[src/rtl/usb_bus_master.sv]
// usb_bus_master: initiator for the USB-controller-side FPGA bus.
// Runs single register read/write cycles (ADD/BUS_DATA/RD_B/WR_B) from a
// valid/ready command port, and high-speed read bursts (FREAD/FSTROBE/FD_IN)
// from a start/length port. Bus data is split into in/out/oe; the tristate
// buffer lives outside this block.
module usb_bus_master #(
   parameter int unsigned ABUSWIDTH    = 32,
   parameter int unsigned SETUP_CYCLES = 1,
   parameter int unsigned WAIT_CYCLES  = 2,
   parameter int unsigned LENWIDTH     = 16
) (
   input  logic                 BUS_CLK,
   input  logic                 BUS_RST,

   input  logic                 CMD_VALID,
   output logic                 CMD_READY,
   input  logic                 CMD_WR,
   input  logic [ABUSWIDTH-1:0] CMD_ADD,
   input  logic [7:0]           CMD_DATA,
   output logic                 RSP_VALID,
   output logic [7:0]           RSP_DATA,

   input  logic                 BURST_START,
   input  logic [LENWIDTH-1:0]  BURST_LEN,
   output logic                 BURST_BUSY,
   output logic                 FD_VALID,
   output logic [7:0]           FD_DATA,

   output logic [ABUSWIDTH-1:0] ADD,
   output logic [7:0]           BUS_DATA_OUT,
   output logic                 BUS_DATA_OE,
   input  logic [7:0]           BUS_DATA_IN,
   output logic                 RD_B,
   output logic                 WR_B,

   input  logic [7:0]           FD_IN,
   output logic                 FREAD,
   output logic                 FSTROBE,
   output logic                 FMODE
);

   // Phase counter only needs to reach the longer of the setup/strobe phases.
   localparam int unsigned CNT_MAX = (SETUP_CYCLES > WAIT_CYCLES) ? SETUP_CYCLES : WAIT_CYCLES;
   localparam int unsigned CNT_W   = (CNT_MAX > 1) ? $clog2(CNT_MAX) : 1;

   localparam logic [CNT_W-1:0] SETUP_LAST = CNT_W'(SETUP_CYCLES - 1);
   localparam logic [CNT_W-1:0] WAIT_LAST  = CNT_W'(WAIT_CYCLES - 1);

   typedef enum logic [2:0] {
      IDLE,
      SETUP,
      STROBE,
      HOLD,
      BSETUP,
      BSTROBE,
      BGAP
   } state_t;

   state_t              state;
   logic [CNT_W-1:0]    cnt;
   logic [LENWIDTH-1:0] remaining;
   logic                wr_q;

   logic                cmd_accept;
   logic                burst_accept;

   // A command wins over a burst request raised in the same cycle.
   assign cmd_accept   = CMD_VALID & CMD_READY;
   assign burst_accept = (state == IDLE) & ~CMD_VALID & BURST_START & (BURST_LEN != '0);

   // Sequencer: state, phase counters and every registered bus/handshake output.
   always_ff @(posedge BUS_CLK) begin
      if (BUS_RST) begin
         state        <= IDLE;
         cnt          <= '0;
         remaining    <= '0;
         wr_q         <= 1'b0;
         CMD_READY    <= 1'b0;
         RSP_VALID    <= 1'b0;
         RSP_DATA     <= '0;
         BURST_BUSY   <= 1'b0;
         FD_VALID     <= 1'b0;
         FD_DATA      <= '0;
         ADD          <= '0;
         BUS_DATA_OUT <= '0;
         BUS_DATA_OE  <= 1'b0;
         RD_B         <= 1'b1;
         WR_B         <= 1'b1;
         FREAD        <= 1'b0;
         FSTROBE      <= 1'b0;
         FMODE        <= 1'b0;
      end else begin
         // Response strobes are single-cycle pulses.
         RSP_VALID <= 1'b0;
         FD_VALID  <= 1'b0;

         case (state)
            IDLE: begin
               if (cmd_accept) begin
                  state     <= SETUP;
                  cnt       <= '0;
                  wr_q      <= CMD_WR;
                  ADD       <= CMD_ADD;
                  CMD_READY <= 1'b0;
                  if (CMD_WR) begin
                     BUS_DATA_OUT <= CMD_DATA;
                     BUS_DATA_OE  <= 1'b1;
                  end
               end else if (burst_accept) begin
                  state      <= BSETUP;
                  remaining  <= BURST_LEN;
                  CMD_READY  <= 1'b0;
                  FMODE      <= 1'b1;
                  FREAD      <= 1'b1;
                  BURST_BUSY <= 1'b1;
               end else begin
                  CMD_READY <= 1'b1;
               end
            end

            SETUP: begin
               if (cnt == SETUP_LAST) begin
                  state <= STROBE;
                  cnt   <= '0;
                  if (wr_q) WR_B <= 1'b0;
                  else      RD_B <= 1'b0;
               end else begin
                  cnt <= cnt + CNT_W'(1);
               end
            end

            STROBE: begin
               if (cnt == WAIT_LAST) begin
                  // Read data is taken on the edge that releases the strobe.
                  state <= HOLD;
                  cnt   <= '0;
                  WR_B  <= 1'b1;
                  RD_B  <= 1'b1;
                  if (!wr_q) begin
                     RSP_DATA  <= BUS_DATA_IN;
                     RSP_VALID <= 1'b1;
                  end
               end else begin
                  cnt <= cnt + CNT_W'(1);
               end
            end

            HOLD: begin
               state       <= IDLE;
               BUS_DATA_OE <= 1'b0;
               CMD_READY   <= 1'b1;
            end

            BSETUP: begin
               state   <= BSTROBE;
               FSTROBE <= 1'b1;
            end

            BSTROBE: begin
               state   <= BGAP;
               FSTROBE <= 1'b0;
            end

            BGAP: begin
               // Count down to 1 rather than 0 so a full-scale length never wraps.
               FD_DATA   <= FD_IN;
               FD_VALID  <= 1'b1;
               remaining <= remaining - LENWIDTH'(1);
               if (remaining == LENWIDTH'(1)) begin
                  state      <= IDLE;
                  FREAD      <= 1'b0;
                  FMODE      <= 1'b0;
                  BURST_BUSY <= 1'b0;
                  CMD_READY  <= 1'b1;
               end else begin
                  state   <= BSTROBE;
                  FSTROBE <= 1'b1;
               end
            end

            default: begin
               state <= IDLE;
            end
         endcase
      end
   end

endmodule

[config.mk]
export PLATFORM = sky130hd
export DESIGN_NAME = usb_bus_master
export DESIGN_NICKNAME = d
export VERILOG_FILES = /design/src/rtl/usb_bus_master.sv
export SDC_FILE = /design/constraint.sdc
export NUM_CORES = 1
export LEC_CHECK = 0
export BUFFER_PORTS_ARGS = -buffer_cell sky130_fd_sc_hd__buf_2
export CORE_MARGIN = 10
export CORE_UTILIZATION = 45
export DETAILED_ROUTE_END_ITERATION = 8
export PLACE_DENSITY = 0.77
export SETUP_SLACK_MARGIN = 0.2
export SYNTH_ARGS = -nofsm -noshare
export SYNTH_HDL_FRONTEND = slang
export SYNTH_SLANG_ARGS = --single-unit
[constraint.sdc]
create_clock -name BUS_CLK -period 2.3 [get_ports BUS_CLK]
set_input_delay 0.46 -clock BUS_CLK [delete_from_list [all_inputs] [get_ports BUS_CLK]]
set_output_delay 0.46 -clock BUS_CLK [all_outputs]
set_load 0.05 [all_outputs]
==> impl_metrics.csv <==
group,metric,value,unit
yosys,synth_fp_nets,520,
yosys,yosysWarnings,0,
detailed_routing,drt-wirelength-per-cell,15.6,um
cts,root_buffer,"clkbuf_8",
grt,grt_pass1_wl,16.9,mm
yosys,synth_edf_count,0,
grt,grt_antenna_before_repair,0,
setup_path,required,2.49,ns
yosys,synth_top_area_share,0.476,
worst_hold_path,hold_class,"primary input to register",
cts,cts_setup_buffers,0,
yosys,synth_top_area_cell,"dfxtp_1",
worst_hold_path,worstHoldStart,"CMD_ADD[10]",
sta,fin_crit_sh,0.817,
die,rows,32,
sta,clock_skew,0.0122,ns
grt,grt_pass1_vias,3639,
sta,slew_violations,0,
detailed_routing,postRouteAntennaNets,0,
cells_and_area,layout.nets,657,
pwr,power.leakage,1.93,nW
die,io_pins,143,
sta,hold_viol,0,
cells_and_area,drive_above_1_share,0.314,
cells_and_area,diodes,0,
cells_and_area,instances_no_fill,685,
sta,setup_tns,0,ns
pwr,ir_worst_vdd,0.558,mV
setup_path,cp_num_buf_inv,0,
place,post-place-cells,669,
cts,cts_hold_buf,0,
setup_path,path_max_fanout,6,
yosys,netlist_instances,441,
sta,finalCriticalPeriod,1.88,ns
pwr,clkPwrFrac,0.222,
sta,slew_headroom,0.418,
die,start_util,0.462,
setup_path,cpLargestDelayFamily,"simple AND/OR/NAND/NOR gates",
outcome,status,"finished, final reports clean",
setup_path,startpoint,"remaining[7]",
setup_path,max_stage_delay,0.45,ns
yosys,ys.flop_type,"dfxtp_1",
sta,rsz0062_at_grt,"false",
setup_path,cp-end-kind,"register",
pwr,p_sw,0.00194,W
grt,grt-ovfl-total,0,
yosys,syn_area_per_cell,8.10,um2
cts,cts_tree,"yes",
detailed_routing,drc_errors,0,
cts,clkLatencyLatePin,0.34,ns
place,routabilityCongestion,0.857,
yosys,synth_cell_types,50,
sta,worstMarginPinSlew,0.873,ns
cts,clockBufferDepth,2,
job,drv_cap,0,
grt,grt_max_degree,46,
yosys,syn-cell-area,0.00357,mm2
cells_and_area,syn_to_final_growth,27.8,%
cts,cts_resized,0,
pwr,comb_power_share,0.381,
pwr,p_int,0.00275,W
die,fp.coreArea,0.00773,mm2
yosys,ys_ff_latch,85,
detailed_routing,routed_wl,10.7,mm
setup_path,reg2reg_from,"remaining[7]",
grt,grtUsageTotal,0.174,
cts,cts_sinks,85,
die,floorplan.die.height,109,um
setup_path,startpoint_type,"register",
pwr,cellPowerDensity,1030,mW/mm2
detailed_routing,via_count,3582,
detailed_routing,first_iter_violations,158,
die,die_area,0.0119,mm2
cts,path_clk_slew,0.09,ns
sta,max_freq,532,MHz
yosys,synth_area_leaders,"dfxtp_1 (48%), nand2_1 (12%), a21oi_1 (9.5%)",
place,port_buffers,142,
yosys,ys_seq_area_frac,0.476,
detailed_routing,drtPass1Iterations,4,
place,dp_hpwl,8.05,mm
setup_path,crit_chain,"nor4_2 -> and4_1 -> nand3b_1 -> o21ai_0 -> a21oi_1",
sta,finalSetupViolCount,0,
die,dieWidth,109,um
setup_path,slowest_stage,"nor4_2",
detailed_routing,avgViaCountPerCell,5.23,
yosys,async_flop_share,0,
setup_path,cp.arrival,2.07,ns
setup_path,path_class,"register to register",
pwr,swShare,0.414,
cts,ctsHtreeMaxLevel,3,
pwr,seqPwrFrac,0.396,
cts,cts_buffers,9,
## state kept, by name, summed over array words and instances, names as in the netlist, 3 cells and up
name          cells
ADD              32
remaining        16
BUS_DATA_OUT      8
FD_DATA           8
RSP_DATA          8
state             3
## worst register-to-register path, stage by stage, from the launching register on
cell	delay [ns]
dfxtp_1	0.39
nor4_2	0.45
and4_1	0.32
nand3b_1	0.24
o21ai_0	0.24
a21oi_1	0.09
## power groups by stage
stage / clock network, W / registers [W] / logic, W
CTS: 0.00106 / 0.00186 / 0.00179
global route: 0.00113 / 0.00189 / 0.00195
detailed placement: 0 / 0.00189 / 0.00179
finish: 0.00104 / 0.00186 / 0.00179
floorplan: 0 / 0.00230 / 0.000914
global placement: 0 / 0.00187 / 0.00176
## Yosys cell counts, types with 3 or more instances
| master | instances |
|---|---|
| a21oi_1 | 68 |
| o21ai_0 | 10 |
| nor2_1 | 33 |
| buf_2 | 4 |
| nor2b_1 | 3 |
| inv_1 | 6 |
| a31oi_1 | 7 |
| nand3_1 | 10 |
| nand4_1 | 3 |
| a2111oi_1 | 4 |
| nor3_1 | 5 |
| clkbuf_1 | 21 |
| and3_1 | 4 |
| nand2_1 | 116 |
| buf_6 | 3 |
| mux2i_1 | 8 |
| nor4_1 | 8 |
| dfxtp_1 | 85 |
## area by class of cell
type / count / area [um2]
Tap cell: 102 / 128
Clock buffer: 11 / 131
Timing Repair Buffer: 156 / 816
Multi-Input combinational cell: 320 / 1710
Clock inverter: 5 / 58.8
Inverter: 6 / 22.5
Fill cell: 718 / 3160
Sequential cell: 85 / 1700
## cell families after synthesis
group,synth area share
AO/OA/AOI/OAI,0.181
adder cells (fa/ha/maj),0.00700
buffers and inverters,0.0476
flip-flops,0.476
multiplexers,0.0224
AND/OR/NAND/NOR,0.265
## routing by layer
layer | up-vias | wire length [um] | GRT usage
met2 | 112 | 5270 | 0.286
met5 | - | 0 | 0
met4 | 0 | 144 | 0.0716
met3 | 14 | 884 | 0.0572
met1 | 1663 | 4410 | 0.203
li1 | 1793 | - | -
## metrics by stage
step / worst slack (ns) / power (W) / hold WS, ns / utilization / cell area (um2)
floorplan: 0.470 / 0.00322 / 0.460 / - / 3570
global placement: 0.385 / 0.00363 / 0.430 / 0.566 / 4380
detailed placement: 0.250 / 0.00368 / 0.439 / 0.566 / 4380
CTS: 0.450 / 0.00471 / 0.334 / 0.591 / 4570
global route: 0.275 / 0.00498 / 0.330 / 0.591 / 4570
finish: 0.421 / 0.00468 / 0.344 / 0.591 / 4570
## cells in the final DEF (no fill, tap or decap), types with 2 or more instances in the layout
cell | netlist | layout
buf_2 | 4 | 142
a31oi_1 | 7 | 7
nor3b_1 | 2 | 2
clkinvlp_4 | 0 | 2
nand3b_1 | 2 | 2
clkbuf_1 | 21 | 2
nor2_1 | 33 | 33
nor3_1 | 5 | 5
a22oi_1 | 2 | 2
nand2b_1 | 2 | 2
inv_1 | 6 | 6
a21oi_1 | 68 | 68
nor2b_1 | 3 | 3
o21ai_0 | 10 | 10
nand4_1 | 3 | 3
ha_1 | 2 | 2
o22a_1 | 2 | 2
dfxtp_1 | 85 | 85
nand2_1 | 116 | 116
nor4_2 | 1 | 2
and4_1 | 2 | 2
clkbuf_8 | 0 | 9
and3_1 | 4 | 4
mux2i_1 | 8 | 8
nor4_1 | 8 | 7
o22ai_1 | 2 | 2
buf_4 | 2 | 14
nand3_1 | 10 | 10
o21bai_1 | 2 | 2
a2111oi_1 | 4 | 4
nor4_4 | 2 | 2
## final timing paths
kind	end	slack (ns)	depth (start not counted)
hold reg to reg	WR_B	0.45	2
setup / recovery	FSTROBE	0.42	5
setup reg to reg	FSTROBE	0.42	5
hold / removal	ADD[10]	0.34	3
Note: power is estimated with default switching activity, not from simulation.
